[config.mk]
export PLATFORM = sky130hd
export DESIGN_NAME = vram_arbiter_flat
export DESIGN_NICKNAME = d
export VERILOG_FILES = /design/src/rtl/vram_arbiter_if.sv /design/src/rtl/vram_arbiter.sv /design/src/flat_wrapper.sv
export SDC_FILE = /design/constraint.sdc
export NUM_CORES = 1
export LEC_CHECK = 0
export CELL_PAD_IN_SITES_DETAIL_PLACEMENT = 0
export CELL_PAD_IN_SITES_GLOBAL_PLACEMENT = 1
export CORE_MARGIN = 2
export CORE_UTILIZATION = 23
export CTS_BUF_LIST = sky130_fd_sc_hd__clkbuf_16
export DETAILED_ROUTE_END_ITERATION = 16
export HOLD_SLACK_MARGIN = 0.12
export PLACE_DENSITY_LB_ADDON = 0.1
export SYNTH_ARGS = -nofsm -noshare
export SYNTH_HDL_FRONTEND = slang
export SYNTH_SLANG_ARGS = --single-unit
[constraint.sdc]
create_clock -name clk -period 4.05 [get_ports clk]
set_input_delay 0.6075 -clock clk [delete_from_list [all_inputs] [get_ports clk]]
set_output_delay 0.6075 -clock clk [all_outputs]
set_load 0.01 [all_outputs]
[src/rtl/vram_arbiter_if.sv]
// Pixel-fetch, CPU and VRAM signals of the VRAM arbiter grouped as one bundle.
// slave = arbiter side; master = timing block / CPU / VRAM side.
interface vram_arbiter_if;
  logic [9:0]  h_addr;
  logic [9:0]  v_addr;
  logic        valid;
  logic [11:0] vga_data;
  logic        cpu_req;
  logic        cpu_we;
  logic [18:0] cpu_addr;
  logic [11:0] cpu_wdata;
  logic        cpu_ready;
  logic        cpu_rvalid;
  logic [11:0] cpu_rdata;
  logic        mem_en;
  logic        mem_we;
  logic [18:0] mem_addr;
  logic [11:0] mem_wdata;
  logic [11:0] mem_rdata;

  modport slave (
    input  h_addr, v_addr, valid, cpu_req, cpu_we, cpu_addr, cpu_wdata, mem_rdata,
    output vga_data, cpu_ready, cpu_rvalid, cpu_rdata, mem_en, mem_we, mem_addr, mem_wdata
  );

  modport master (
    output h_addr, v_addr, valid, cpu_req, cpu_we, cpu_addr, cpu_wdata, mem_rdata,
    input  vga_data, cpu_ready, cpu_rvalid, cpu_rdata, mem_en, mem_we, mem_addr, mem_wdata
  );
endinterface

[src/rtl/vram_arbiter.sv]
// Single-port VRAM arbiter: scan-out always wins, CPU reads/writes use blanking.
// Define VRAM_ARB_WBUF_EN to add a WBUF_DEPTH-entry posted-write FIFO.
module vram_arbiter #(
  parameter int H_RES      = 640,
  parameter int WBUF_DEPTH = 4
) (
  input logic           clk,
  input logic           rst,
  vram_arbiter_if.slave bus
);

  if ((WBUF_DEPTH < 2) || ((WBUF_DEPTH & (WBUF_DEPTH - 1)) != 0)) begin : g_bad_depth
    $error("WBUF_DEPTH must be a power of two >= 2");
  end

  logic [18:0] pix_addr;
  logic        disp_q;
  logic        rvalid_q;
  logic [11:0] rdata_q;
  logic        cpu_ready;
  logic        rd_acc;
  logic        wr_acc;
  logic        cpu_rvalid;
  logic        mem_en;
  logic        mem_we;
  logic [18:0] mem_addr;
  logic [11:0] mem_wdata;

  assign pix_addr = 19'(bus.v_addr) * 19'(H_RES) + 19'(bus.h_addr);
  assign rd_acc   = bus.cpu_req && !bus.cpu_we && cpu_ready;
  assign wr_acc   = bus.cpu_req &&  bus.cpu_we && cpu_ready;

`ifdef VRAM_ARB_WBUF_EN
  localparam int PTR_W = $clog2(WBUF_DEPTH);

  logic [18:0]      waddr_q [WBUF_DEPTH];
  logic [11:0]      wdat_q  [WBUF_DEPTH];
  logic [PTR_W-1:0] wr_ptr_q, wr_ptr_d;
  logic [PTR_W-1:0] rd_ptr_q, rd_ptr_d;
  logic [PTR_W:0]   cnt_q, cnt_d;
  logic             empty, full, drain;

  assign empty = (cnt_q == '0);
  assign full  = (cnt_q == (PTR_W + 1)'(WBUF_DEPTH));
  assign drain = !rst && !bus.valid && !empty;

  // Writes only need FIFO space; reads must wait until every earlier write has committed.
  always_comb begin
    cpu_ready = 1'b0;
    if (!rst) begin
      if (bus.cpu_we) cpu_ready = !full;
      else            cpu_ready = !bus.valid && empty;
    end
  end

  always_comb begin
    wr_ptr_d = wr_acc ? wr_ptr_q + 1'b1 : wr_ptr_q;
    rd_ptr_d = drain  ? rd_ptr_q + 1'b1 : rd_ptr_q;
    cnt_d    = cnt_q;
    if (wr_acc && !drain)      cnt_d = cnt_q + 1'b1;
    else if (!wr_acc && drain) cnt_d = cnt_q - 1'b1;
  end

  always_ff @(posedge clk) begin
    if (rst) begin
      wr_ptr_q <= '0;
      rd_ptr_q <= '0;
      cnt_q    <= '0;
    end else begin
      wr_ptr_q <= wr_ptr_d;
      rd_ptr_q <= rd_ptr_d;
      cnt_q    <= cnt_d;
    end
  end

  always_ff @(posedge clk) begin
    if (wr_acc) begin
      waddr_q[wr_ptr_q] <= bus.cpu_addr;
      wdat_q[wr_ptr_q]  <= bus.cpu_wdata;
    end
  end

  always_comb begin
    mem_en    = 1'b0;
    mem_we    = 1'b0;
    mem_addr  = bus.cpu_addr;
    mem_wdata = bus.cpu_wdata;
    if (rst) begin
      mem_en = 1'b0;
    end else if (bus.valid) begin
      mem_en   = 1'b1;
      mem_addr = pix_addr;
    end else if (drain) begin
      mem_en    = 1'b1;
      mem_we    = 1'b1;
      mem_addr  = waddr_q[rd_ptr_q];
      mem_wdata = wdat_q[rd_ptr_q];
    end else if (rd_acc) begin
      mem_en = 1'b1;
    end
  end
`else
  assign cpu_ready = !rst && !bus.valid;

  always_comb begin
    mem_en    = 1'b0;
    mem_we    = 1'b0;
    mem_addr  = bus.cpu_addr;
    mem_wdata = bus.cpu_wdata;
    if (rst) begin
      mem_en = 1'b0;
    end else if (bus.valid) begin
      mem_en   = 1'b1;
      mem_addr = pix_addr;
    end else if (rd_acc || wr_acc) begin
      mem_en = 1'b1;
      mem_we = wr_acc;
    end
  end
`endif

  // Return strobe is masked during reset so an in-flight read never surfaces.
  assign cpu_rvalid = rvalid_q && !rst;

  always_ff @(posedge clk) begin
    if (rst) begin
      disp_q   <= 1'b0;
      rvalid_q <= 1'b0;
      rdata_q  <= '0;
    end else begin
      disp_q   <= bus.valid;
      rvalid_q <= rd_acc;
      if (cpu_rvalid) rdata_q <= bus.mem_rdata;
    end
  end

  assign bus.vga_data   = disp_q ? bus.mem_rdata : 12'h000;
  assign bus.cpu_ready  = cpu_ready;
  assign bus.cpu_rvalid = cpu_rvalid;
  assign bus.cpu_rdata  = cpu_rvalid ? bus.mem_rdata : rdata_q;
  assign bus.mem_en     = mem_en;
  assign bus.mem_we     = mem_we;
  assign bus.mem_addr   = mem_addr;
  assign bus.mem_wdata  = mem_wdata;

endmodule

[src/flat_wrapper.sv]
// flat-port wrapper written by rule: the top's interface ports become plain ports
module vram_arbiter_flat 
#(
  parameter int H_RES      = 640,
  parameter int WBUF_DEPTH = 4
)
  (clk, rst, bus_h_addr, bus_v_addr, bus_valid, bus_cpu_req, bus_cpu_we, bus_cpu_addr, bus_cpu_wdata, bus_mem_rdata, bus_vga_data, bus_cpu_ready, bus_cpu_rvalid, bus_cpu_rdata, bus_mem_en, bus_mem_we, bus_mem_addr, bus_mem_wdata);
  vram_arbiter_if bus_i ();
  input logic clk;
  input logic rst;
  input wire logic [$bits(bus_i.h_addr)-1:0] bus_h_addr;
  input wire logic [$bits(bus_i.v_addr)-1:0] bus_v_addr;
  input wire logic [$bits(bus_i.valid)-1:0] bus_valid;
  input wire logic [$bits(bus_i.cpu_req)-1:0] bus_cpu_req;
  input wire logic [$bits(bus_i.cpu_we)-1:0] bus_cpu_we;
  input wire logic [$bits(bus_i.cpu_addr)-1:0] bus_cpu_addr;
  input wire logic [$bits(bus_i.cpu_wdata)-1:0] bus_cpu_wdata;
  input wire logic [$bits(bus_i.mem_rdata)-1:0] bus_mem_rdata;
  output wire logic [$bits(bus_i.vga_data)-1:0] bus_vga_data;
  output wire logic [$bits(bus_i.cpu_ready)-1:0] bus_cpu_ready;
  output wire logic [$bits(bus_i.cpu_rvalid)-1:0] bus_cpu_rvalid;
  output wire logic [$bits(bus_i.cpu_rdata)-1:0] bus_cpu_rdata;
  output wire logic [$bits(bus_i.mem_en)-1:0] bus_mem_en;
  output wire logic [$bits(bus_i.mem_we)-1:0] bus_mem_we;
  output wire logic [$bits(bus_i.mem_addr)-1:0] bus_mem_addr;
  output wire logic [$bits(bus_i.mem_wdata)-1:0] bus_mem_wdata;
  assign bus_i.h_addr = bus_h_addr;
  assign bus_i.v_addr = bus_v_addr;
  assign bus_i.valid = bus_valid;
  assign bus_i.cpu_req = bus_cpu_req;
  assign bus_i.cpu_we = bus_cpu_we;
  assign bus_i.cpu_addr = bus_cpu_addr;
  assign bus_i.cpu_wdata = bus_cpu_wdata;
  assign bus_i.mem_rdata = bus_mem_rdata;
  assign bus_vga_data = bus_i.vga_data;
  assign bus_cpu_ready = bus_i.cpu_ready;
  assign bus_cpu_rvalid = bus_i.cpu_rvalid;
  assign bus_cpu_rdata = bus_i.cpu_rdata;
  assign bus_mem_en = bus_i.mem_en;
  assign bus_mem_we = bus_i.mem_we;
  assign bus_mem_addr = bus_i.mem_addr;
  assign bus_mem_wdata = bus_i.mem_wdata;
  vram_arbiter #(.H_RES(H_RES), .WBUF_DEPTH(WBUF_DEPTH)) u_core (.clk(clk), .rst(rst), .bus(bus_i));
endmodule
==> results.json, run 1 <==
{
  "outcome": "finished clean",
  "cts_made_buffers": 3,
  "crit_required_ns": 3.44,
  "synth_top_area_cell": "dfxtp_1",
  "slew_violations": 0,
  "syn_to_final_growth_pct": 85.5,
  "drc": 0,
  "nFillCells": 731,
  "gr-usage-all-layers_pct": 12.8,
  "async_reset_ff_share_pct": 0,
  "clock_sinks": 14,
  "worst_pin_slew_ns": 0.362,
  "slowest_delay_ns": 0.54,
  "vias": 1893,
  "drtAntennaViolNets": 0,
  "power.internal_mw": 0.508,
  "htree_levels": 1,
  "viasPerCell": 4.21,
  "place_ws_ns": -0.539,
  "setup_violations": 0,
  "drive_gt1_share_pct": 23.4,
  "synth-main-ff-cell": "dfxtp_1",
  "grt_max_degree": 29,
  "crit_buf_inv": 2,
  "drt-pass1-iter-count": 4,
  "wl_per_cell_um": 11.8,
  "hpwl_um": 4400,
  "ios": 127,
  "grt_setup_unrepaired": "no",
  "final_nets": 441,
  "place.gp.congestion": 0.742,
  "synth_edf_count": 0,
  "synthCells": 224,
  "ys_types": 43,
  "grt_pass1_vias": 1846,
  "avgSynthCellArea_um2": 7.84,
  "crit_type": "input pin to output port",
  "arrival_ns": 3.30,
  "placed_cell_area_mm2": 0.00306,
  "placed_cells": 444,
  "hold_viol_final": 0,
  "end_kind": "output port",
  "antenna_found_initial": 0,
  "insertion_delay_ns": 0.24,
  "max_freq_mhz": 256,
  "drt_wl_total_um": 5320,
  "synthTopCellsByArea": "dfxtp_1 (16%), ha_1 (14%), nand2_1 (7.9%)",
  "ys_seq_area_share_pct": 16.0,
  "cellPowerDensity_mw_per_mm2": 225,
  "vdd.ir_drop.worst_v": 0.000119,
  "io_buffers": 102,
  "clock_skew_ns": 0.00146,
  "netSwitchingPower_mw": 0.226,
  "cap_viol_max_count": 0,
  "setup_tns_ns": 0,
  "drt-initial-drc-count": 35,
  "path_clk_slew_ns": 0.04,
  "antennaDiodeCount": 0,
  "clockBufferDepth": 2,
  "p_comb_share_pct": 55.7,
  "worst_path_max_delay_cell": "clkdlybuf4s50_1",
  "hold_slack_ns": 0.582,
  "post-route-period-util_pct": 96.4,
  "grt_overflow_total": 0,
  "leakagePower_nw": 1.45,
  "die_y_um": 91.4,
  "worstHoldPathType": "flop to flop",
  "cts_root_buf": "clkbuf_16",
  "die_x_um": 91.4,
  "slew_headroom_pct": 75.8,
  "netlist.area_leader.share_pct": 16.0,
  "clkPwrFrac_pct": 24.9,
  "layoutNonFillerInstCount": 450,
  "syn_area_mm2": 0.00176,
  "worst_slack_ns": 0.146,
  "synth_nets": 313,
  "grt_pass1_wl_um": 8910,
  "path_cells": "clkdlybuf4s50_1, ha_4, fa_2, a21o_2, a221oi_4, xnor2_2, nand4_1, or3_1, a31oi_1, buf_2",
  "cp-start-kind": "input pin",
  "final_area_mm2": 0.00326,
  "fin_crit_ns": 3.90,
  "swShare_pct": 30.8,
  "dieArea_mm2": 0.00835,
  "cp_top_family": "compound AO/OA/AOI/OAI gates",
  "rows": 31,
  "power_frac_seq_pct": 19.4,
  "post_cts_hold_buffer_count": 0,
  "cts_tree": "built",
  "start_util_pct": 24.0,
  "ys_ff_latch": 14,
  "core-area_mm2": 0.00733,
  "crit_fanout": 6,
  "ys_warn_count": 0
}
-- logic make-up (layout without fill, tap and decap cells) --
kind of cell / after synthesis / count (layout) / synth area share (%)
xor+xnor: 14 / 14 / 7.41
simple gates: 93 / 93 / 27.4
flops: 14 / 14 / 16.0
mux: 13 / 13 / 8.26
fa+ha+maj: 21 / 21 / 15.8
buf+inv: 30 / 157 / 10.4
compound gates: 39 / 39 / 14.7
-- layout make-up --
class	count	area (um2)	area share [%]
multi-input cells	180	1400	42.9
repair buffers	146	1350	41.5
flip-flops and latches	14	280	8.60
well taps	99	124	3.80
clock buffers	3	75.1	2.30
inverters	7	26.3	0.806
clock inverters	1	3.75	0.115
-- sequential cells by signal (all words and copies together), names as in the netlist --
name / count
u_core.disp_q: 1
u_core.rvalid_q: 1
u_core.rdata_q: 12
-- power groups by stage --
stage,clock network (mW),logic (mW),registers (mW)
floorplan,0,0.198,0.144
global placement,0,0.389,0.145
detailed placement,0,0.388,0.145
CTS,0.187,0.395,0.142
global route,0.198,0.451,0.143
finish,0.183,0.409,0.142
-- layer usage --
metal / routed length (um) / global-route usage (%)
met4: 19 / 1.39
met2: 2320 / 20.2
met1: 2630 / 17.6
met5: 0 / 0
met3: 356 / 3.90
-- placed cells by master, fill, tap and decap left out, drive strengths merged, types with 2 or more instances in the layout --
master	synthesis	layout
and4bb	3	3
mux2	12	12
xor2	8	8
or2	2	2
a2111oi	2	2
clkdlybuf4s15	0	2
fa	2	2
dfxtp	14	14
nor4	2	2
o21ai	16	16
nand2	37	37
and2	12	12
clkdlybuf4s50	0	93
dlymetal6s2s	0	4
nor3	2	2
ha	19	19
buf	17	45
nand2b	3	3
a21o	4	4
inv	7	7
clkbuf	6	4
a211oi	2	2
a21oi	9	9
nor2b	13	13
xnor2	6	6
nor2	7	7
nand3	6	6
and3	3	3
-- cell usage after synthesis (5+ instances only) --
library cell,number
nand2_1,37
ha_1,19
dfxtp_1,14
o21ai_0,14
nor2b_1,13
and2_1,12
buf_4,12
mux2_2,12
a21oi_1,8
xor2_1,8
inv_1,7
nor2_1,7
clkbuf_1,6
nand3_1,6
xnor2_1,5
-- worst register-to-register path: cells and delay by family, from the launching register on --
| kind | cells | cell delay, ns |
|---|---|---|
| multiplexers | 1 | 0.37 |
| AND/OR/NAND/NOR | 2 | 0.19 |
| flip-flops | 1 | 0.29 |
| buffers and inverters | 1 | 0.21 |
-- worst paths after layout --
kind	slack (ns)	to	from	depth (start not counted)
worst max-delay path	0.15	bus_mem_addr[18]	bus_v_addr[4]	10
worst min-delay path	0.58	u_core.rdata_q[9]	u_core.rdata_q[9]	2
worst max register to register	2.87	u_core.rdata_q[1]	u_core.rvalid_q	4
worst min register to register	0.58	u_core.rdata_q[9]	u_core.rdata_q[9]	2
-- timing repair --
action	CTS	global route
endpoints found under the hold margin	0	0
endpoints found under the setup margin	5	5
resized for setup	15	22
buffers inserted	1	1
pin swaps	3	7
-- stage by stage --
step                total power [mW]  utilization, %
finish                         0.734            44.4
global route                   0.791            44.4
CTS                            0.724            43.2
detailed placement             0.533            41.7
global placement               0.534            41.7
floorplan                      0.341               -
No activity file was read; power rests on OpenSTA's default activity.
==> run 2, diff against run 1 <==
--- a/config.mk
+++ b/config.mk
@@ -10,5 +10,6 @@
 export CORE_MARGIN = 2
-export CORE_UTILIZATION = 23
+export CORE_UTILIZATION = 30
 export CTS_BUF_LIST = sky130_fd_sc_hd__clkbuf_16
 export DETAILED_ROUTE_END_ITERATION = 16
+export DONT_BUFFER_PORTS = 1
 export HOLD_SLACK_MARGIN = 0.12
==> constraint.sdc (replaced) <==
create_clock -name clk -period 4.05 [get_ports clk]
set_input_delay 0.81 -clock clk [delete_from_list [all_inputs] [get_ports clk]]
set_output_delay 0.81 -clock clk [all_outputs]
set_load 0.01 [all_outputs]
==> run 2 against run 1 <==
  * Global-route usage decreased by 0.88 points
  * Highest routed layer unchanged
  * Flip-flop and latch count unchanged
  * Via count decreased by 24%
  * Routed wire length decreased by 21%
  * Sequential share of layout area increased by 6.1 points
  * First-iteration DRC count unchanged
  * Clock power about the same
  * Core utilization decreased by 10 points
==> results.json, run 2 (synthesized netlist as in run 1, its figures left out) <==
{
  "path_cells": "ha_4, ha_4, fa_2, and4bb_1, mux2i_4, a211oi_4, nand4_1, or3_1, a31oi_1, buf_4",
  "grt_pass1_wl_um": 6170,
  "worst_path_max_delay_cell": "fa_2",
  "fin_crit_ns": 3.91,
  "clock_skew_ns": 0.00115,
  "htree_levels": 1,
  "crit_fanout": 6,
  "path_clk_slew_ns": 0.04,
  "power_frac_seq_pct": 24.9,
  "max_freq_mhz": 256,
  "placed_cells": 281,
  "worst_pin_slew_ns": 0.605,
  "final_nets": 303,
  "clockBufferDepth": 2,
  "die_y_um": 80.5,
  "syn_to_final_growth_pct": 8.55,
  "core-area_mm2": 0.00557,
  "dieArea_mm2": 0.00648,
  "start_util_pct": 31.5,
  "setup_violations": 0,
  "slew_headroom_pct": 59.7,
  "hold-path-cell-count": 2,
  "r2r_cells": 3,
  "leakagePower_nw": 0.845,
  "post-route-period-util_pct": 96.6,
  "power.internal_mw": 0.378,
  "drt-initial-drc-count": 35,
  "final_area_mm2": 0.00191,
  "p_total_mw": 0.572,
  "insertion_delay_ns": 0.24,
  "cap_viol_max_count": 0,
  "cp-start-kind": "input pin",
  "drt-pass1-iter-count": 4,
  "top_register": "u_core.rdata_q",
  "clkPwrFrac_pct": 32.2,
  "placed_cell_area_mm2": 0.00175,
  "drt_wl_total_um": 4210,
  "rows": 27,
  "netSwitchingPower_mw": 0.194,
  "grt_pass1_vias": 1339,
  "cellPowerDensity_mw_per_mm2": 300,
  "hpwl_um": 3420,
  "top_regs": "u_core.rdata_q x12, u_core.disp_q x1, u_core.rvalid_q x1",
  "cp_num_cells": 10,
  "cts_tree": "built",
  "final_common_cell": "nand2_1",
  "largest_reg_flops": 12,
  "ios": 127,
  "p_comb_share_pct": 43.0,
  "drive_gt1_share_pct": 18.3,
  "grt_overflow_total": 0,
  "hold_slack_ns": 0.634,
  "nFillCells": 614,
  "place.gp.congestion": 0.806,
  "vdd.ir_drop.worst_v": 0.000238,
  "post_cts_hold_buffer_count": 0,
  "antenna_found_initial": 0,
  "outcome": "finished clean",
  "hold_viol_final": 0,
  "gr-usage-all-layers_pct": 11.9,
  "swShare_pct": 33.9,
  "cp_top_family": "simple AND/OR/NAND/NOR gates",
  "drtAntennaViolNets": 0,
  "io_buffers": 0,
  "end_kind": "output port",
  "slowest_delay_ns": 0.41,
  "finish.utilization_pct": 34.2,
  "vias": 1440,
  "arrival_ns": 3.10,
  "die_x_um": 80.5,
  "grt_max_degree": 30,
  "antennaDiodeCount": 0,
  "clock_sinks": 14,
  "cts_root_buf": "clkbuf_16",
  "worstHoldPathType": "flop to flop",
  "viasPerCell": 5.05,
  "crit_type": "input pin to output port",
  "crit_required_ns": 3.24,
  "slew_violations": 0,
  "layout_common_cells": "nand2_1 (37), o21ai_0 (14), ha_1 (14), dfxtp_1 (14), nor2b_1 (13)",
  "wl_per_cell_um": 14.8,
  "layoutNonFillerInstCount": 285,
  "cts_made_buffers": 3,
  "crit_buf_inv": 1,
  "drc": 0,
  "crit_top_cell": "ha_4"
}
[run 2: per-layer routing]
metal / up-vias / GRT usage, % / share of wire, %
met3: 4 / 2.92 / 6.2
li1: 731 / - / -
met1: 644 / 15.1 / 46
met5: - / 0 / 0
met2: 61 / 20.3 / 48
met4: 0 / 2.37 / 0.76
[run 2: cell type report]
cell class                      count  area, um2  share of cell area [%]
Multi-Input combinational cell    180       1370                    71.9
Inverter                            7       26.3                    1.38
Clock inverter                      1       3.75                   0.197
Sequential cell                    14        280                    14.7
Tap cell                           72       90.1                    4.72
Timing Repair Buffer                8       60.1                    3.15
Clock buffer                        3       75.1                    3.94
[run 2: per-stage QoR]
stage                TNS, ns  setup WS, ns
floorplan                  0        0.0633
global placement           0       0.00358
detailed placement   -0.0309       -0.0309
CTS                        0        0.0518
global route        -0.00383      -0.00383
finish                     0         0.137
[run 2: final timing paths]
check | startpoint | to | slack (ns)
worst max-delay path | bus_v_addr[1] | bus_mem_addr[18] | 0.14
worst max register to register | u_core.rvalid_q | u_core.rdata_q[4] | 2.63
worst min register to register | u_core.rdata_q[0] | u_core.rdata_q[0] | 0.63
worst min-delay path | u_core.rdata_q[0] | u_core.rdata_q[0] | 0.63
[run 2: timing repair]
item                       CTS  global route
gates cloned                 0             0
gates resized for setup      1            12
setup endpoints to repair    1             1
pin swaps                    0             8
setup buffers                0             0
[run 2: worst min-delay path, stage by stage (launching register included)]
cell and delay, ns:
dfxtp_1 0.29, mux2_2 0.18, nor2b_1 0.13
[run 2: power groups by stage]
stage               logic, mW  clock network (mW)  registers [mW]
floorplan               0.198                   0           0.144
global placement        0.224                   0           0.145
detailed placement      0.226                   0           0.145
CTS                     0.228               0.186           0.142
global route            0.274               0.193           0.143
finish                  0.246               0.184           0.142
